**config.mk**
```make
export PLATFORM = sky130hd
export DESIGN_NAME = result_pager
export DESIGN_NICKNAME = d
export VERILOG_FILES = /design/src/rtl/result_pager_pkg.sv /design/src/rtl/btn_edge_det.sv /design/src/rtl/result_pager.sv
export SDC_FILE = /design/constraint.sdc
export NUM_CORES = 1
export LEC_CHECK = 0
export ABC_CLOCK_PERIOD_IN_PS = 3000
export CORE_UTILIZATION = 36
export DETAILED_ROUTE_END_ITERATION = 7
export PLACE_DENSITY = 0.74
export SLEW_MARGIN = 40
export SYNTH_ARGS = -nofsm -noshare
export SYNTH_HDL_FRONTEND = slang
export SYNTH_SLANG_ARGS = --single-unit
```
**constraint.sdc**
```tcl
create_clock -name clk -period 3 [get_ports clk]
set_input_delay 0.6 -clock clk [delete_from_list [all_inputs] [get_ports clk]]
set_output_delay 0.6 -clock clk [all_outputs]
set_load 0.01 [all_outputs]
```
**src/rtl/result_pager_pkg.sv**
```systemverilog
// Shared types and constants for the result pager: FSM states, page indices, status-byte layout.
// STATUS_PAGE_EN adds the SHOW_STAT state.
package result_pager_pkg;

`ifdef STATUS_PAGE_EN
  typedef enum logic [1:0] {IDLE, SHOW_LO, SHOW_HI, SHOW_STAT} state_t;
`else
  typedef enum logic [1:0] {IDLE, SHOW_LO, SHOW_HI} state_t;
`endif

  localparam logic [1:0] PAGE_LO   = 2'd0;
  localparam logic [1:0] PAGE_HI   = 2'd1;
  localparam logic [1:0] PAGE_STAT = 2'd2;

  localparam int STAT_ONE_BIT   = 0;
  localparam int STAT_OVF_BIT   = 1;
  localparam int STAT_FLAGS_LSB = 4;

  // Status byte: {flags[3:0], 2'b00, overflow, 1'b1}
  function automatic logic [7:0] status_byte(input logic [3:0] flags, input logic ovf);
    logic [7:0] b;
    b = '0;
    b[STAT_FLAGS_LSB +: 4] = flags;
    b[STAT_OVF_BIT]        = ovf;
    b[STAT_ONE_BIT]        = 1'b1;
    return b;
  endfunction

endpackage

```
**src/rtl/btn_edge_det.sv**
```systemverilog
// Two-flop synchronizer plus previous-value flop; emits a one-cycle pulse on a rising level.
module btn_edge_det (
  input  logic clk,
  input  logic rst_n,
  input  logic level_in,
  output logic edge_out
);

  logic sync0, sync1, prev;

  always_ff @(posedge clk) begin
    if (!rst_n) begin
      sync0 <= 1'b0;
      sync1 <= 1'b0;
      prev  <= 1'b0;
    end else begin
      sync0 <= level_in;
      sync1 <= sync0;
      prev  <= sync1;
    end
  end

  assign edge_out = sync1 & ~prev;

endmodule

```
**src/rtl/result_pager.sv**
```systemverilog
// Captures a CPU result and pages it byte-by-byte onto an LED bank, one button press per page.
// Build option: define STATUS_PAGE_EN to add a status page after the high byte.
module result_pager
  import result_pager_pkg::*;
#(
  parameter logic [7:0] LED_IDLE = 8'h00
) (
  input  logic        clk,
  input  logic        rst_n,
  input  logic        res_valid,
  input  logic [15:0] res_data,
  input  logic [3:0]  res_flags,
  output logic        res_ready,
  input  logic        btn_level,
  output logic [7:0]  led_out,
  output logic [1:0]  page_idx,
  output logic        busy
);

  logic        press;
  state_t      state;
  logic [15:0] data_q;
  logic [3:0]  flags_q;

  btn_edge_det u_btn (
    .clk      (clk),
    .rst_n    (rst_n),
    .level_in (btn_level),
    .edge_out (press)
  );

`ifdef STATUS_PAGE_EN
  logic overflow_seen;

  // Sticky: the core tried to hand over a result we could not take.
  always_ff @(posedge clk) begin
    if (!rst_n)                overflow_seen <= 1'b0;
    else if (busy && res_valid) overflow_seen <= 1'b1;
  end
`else
  logic unused_flags;
  assign unused_flags = ^flags_q;
`endif

  always_ff @(posedge clk) begin
    if (!rst_n) begin
      state     <= IDLE;
      data_q    <= '0;
      flags_q   <= '0;
      led_out   <= LED_IDLE;
      page_idx  <= PAGE_LO;
      busy      <= 1'b0;
      res_ready <= 1'b1;
    end else begin
      case (state)
        IDLE: begin
          // A press landing on the capture edge is simply not looked at here.
          if (res_valid) begin
            data_q    <= res_data;
            flags_q   <= res_flags;
            state     <= SHOW_LO;
            led_out   <= res_data[7:0];
            page_idx  <= PAGE_LO;
            busy      <= 1'b1;
            res_ready <= 1'b0;
          end
        end
        SHOW_LO: begin
          if (press) begin
            state    <= SHOW_HI;
            led_out  <= data_q[15:8];
            page_idx <= PAGE_HI;
          end
        end
        SHOW_HI: begin
          if (press) begin
`ifdef STATUS_PAGE_EN
            state    <= SHOW_STAT;
            led_out  <= status_byte(flags_q, overflow_seen | res_valid);
            page_idx <= PAGE_STAT;
`else
            state     <= IDLE;
            led_out   <= LED_IDLE;
            page_idx  <= PAGE_LO;
            busy      <= 1'b0;
            res_ready <= 1'b1;
`endif
          end
        end
`ifdef STATUS_PAGE_EN
        SHOW_STAT: begin
          if (press) begin
            state     <= IDLE;
            led_out   <= LED_IDLE;
            page_idx  <= PAGE_LO;
            busy      <= 1'b0;
            res_ready <= 1'b1;
          end
        end
`endif
        default: begin
          state     <= IDLE;
          led_out   <= LED_IDLE;
          page_idx  <= PAGE_LO;
          busy      <= 1'b0;
          res_ready <= 1'b1;
        end
      endcase
    end
  end

endmodule
```
==> flow_summary.ini <==
[yosys]
avgSynthCellArea_um2 = 9.26
synth_nets = 136
ys_ff_latch = 23
synth-compound-area-share_pct = 13.9
netlist.area_leader.share_pct = 44.4
synth-main-ff-cell = dfxtp_1
synth-seq-area-share_pct = 44.4
synth_top_family_by_area = simple AND/OR/NAND/NOR gates
synth_mux_area_share_pct = 16.4
async_reset_ff_share_pct = 0
synth_most_common_cell = nand2_1
synth_common_cells = nand2_1 (27), dfxtp_1 (23)
synth_xor_area_share_pct = 0
netlist_instances = 112
synth_area_um2 = 1040
ys_warn_count = 0
yosys-top-cells-area = dfxtp_1 (44%), nand2_1 (9.8%), mux2_2 (8.7%)
ys_types = 24
synth-simple-area-share_pct = 20.9
synth_edf_count = 0
synthAdderAreaFrac_pct = 0
synth.largest_area_cell = dfxtp_1

[floorplanning]
pin_count = 36
die_x_um = 55.7
die_h_um = 55.7
start_util_pct = 37.9
die_area_um2 = 3100
core.rowCount = 19
coreArea_um2 = 2730

[critical_path]
critPathCaptureType = output pin
path_cells = clkdlybuf4s50_1
reg2reg_depth = 3
r2r_start = state[0]
path_depth = 1
slowest_delay_ns = 0.57
worst-path-max-fanout = 8
path_buf_inv = 1
start_kind = register
reg2reg_slack_ns = 1.44
cp-startpoint = page_idx[0]
critPathKind = register to output pin
r2r-end = led_out[2]
critPathCapture = page_idx[0]
worst_ep_required_time_ns = 2.40
crit_arrival_ns = 1.32
critPathSlowestCell = clkdlybuf4s50_1
critPathTopFamily = buffers and inverters

[sta]
fin_skew_ns = 0.00603
hold_viol = 0
max_slew_margin_pct = 66.4
timing.fmax_mhz = 520
slew_viol_final = 0
period_share_pct = 64.1
timing.final.ws_setup_ns = 1.08
setup_viol = 0
tightest_slew_ns = 0.502
fin_crit_ns = 1.92
rsz0062_at_grt = no
tns_ns = 0

[detailed_routing]
drt.antenna.violating_nets = 0
avgRoutedWirePerCell_um = 12.2
vias = 838
drc = 0
drt_iter0_drc = 17
wirelength_um = 2080
viasPerCell = 4.93
firstDrtPassIters = 4

[placement]
pre_cts_ws_ns = 0.892
dp_hpwl_um = 1550
place.gp.congestion = 0.712
place_inst = 166
io_buffers = 30

[clock_network]
clock_sinks = 23
clkSlewWorstSetupHoldPaths_ns = 0.13
hold_buffers = 0
post-cts-setup-buffer-count = 0
cts_resized = 0
tritoncts = done
htree_levels = 1
cts.path.max_buffers = 2
clk_latency_ns = 0.30
numCtsBuffers = 3
cts_root_buffer = clkbuf_4

[grt]
grt_pass1_wl_um = 3420
grt_max_degree = 25
grt_pass1_vias = 808
overflow = 0
antenna_found_initial = 0
grtUsageTotal_pct = 13.7

[power]
p_per_area_nw_per_um2 = 447
vdd_ir_drop_max_mv = 0.270
power_leakage_nw = 0.534

[finish]
fin_cells = 170
fin_util_pct = 50.1
area_growth_pct = 32.1
drive_above_1_share_pct = 12.9
antennaDiodeCount = 0
filler_cell_count = 260
fin_nets = 164

[status]
status = completed

[min_path]
min_path_type = register to register
holdPathStages = 1

[flow_run]
cap_violations = 0
==> how the worst min path moves through the flow <==
stage           startpoint          end  slack [ns]
2_1_floorplan  u_btn.sync0  u_btn.sync1        0.41
3_3_place_gp   u_btn.sync0  u_btn.sync1        0.42
3_5_place_dp   u_btn.sync0  u_btn.sync1        0.42
4_1_cts        u_btn.sync0  u_btn.sync1        0.45
5_1_grt        u_btn.sync0  u_btn.sync1        0.46
6_report       u_btn.sync0  u_btn.sync1        0.45
==> layout make-up <==
cell class | count | area, um^2 | area share, %
Clock inverter | 1 | 5.00 | 0.365
Multi-Input combinational cell | 81 | 534 | 39.0
Timing Repair Buffer | 31 | 308 | 22.5
Tap cell | 31 | 38.8 | 2.83
Clock buffer | 3 | 22.5 | 1.64
Sequential cell | 23 | 462 | 33.7
==> registers in the layout, summed over array words and instances (netlist names) <==
register,cells
led_out,8
state,1
res_ready,1
page_idx,1
busy,1
u_btn.prev,1
data_q,8
u_btn.sync0,1
u_btn.sync1,1
==> where the power goes <==
group / switching (mW) / leakage [nW] / internal (mW)
clock: 0.0902 / 0.0177 / 0.0497
sequential: 0.0180 / 0.189 / 0.327
combinational: 0.0499 / 0.327 / 0.0778
==> kinds of logic (layout without fill, tap and decap cells) <==
family | after synthesis | count (layout)
multiplexers | 16 | 16
other | 1 | 1
AND/OR/NAND/NOR | 42 | 42
AO/OA/AOI/OAI | 22 | 22
buffers and inverters | 8 | 35
flip-flops | 23 | 23
==> per-stage QoR <==
stage / power [mW] / hold WS, ns / cell area, um^2
final: 0.613 / 0.450 / 1370
after floorplan: 0.420 / 0.412 / 1040
after global placement: 0.477 / 0.424 / 1340
after CTS: 0.620 / 0.455 / 1370
after global routing: 0.643 / 0.462 / 1370
after detailed placement: 0.481 / 0.425 / 1340
==> per-layer routing <==
metal	wire, um	global-route usage (%)	vias to the layer above
li1	-	-	427
met1	945	17.0	387
met5	0	0	-
met4	11	5.71	0
met2	1030	23.2	22
met3	91	2.56	2
==> layout by cell type (no fill, tap or decap), types with 3 or more instances in the layout <==
cell,count
a21boi_0,8
and2_1,3
clkbuf_4,3
clkdlybuf4s50_1,30
dfxtp_1,22
mux2_2,8
mux2i_1,8
nand2_1,27
o21a_1,3
o21ai_0,8
Power figures use the tool's default switching activity.
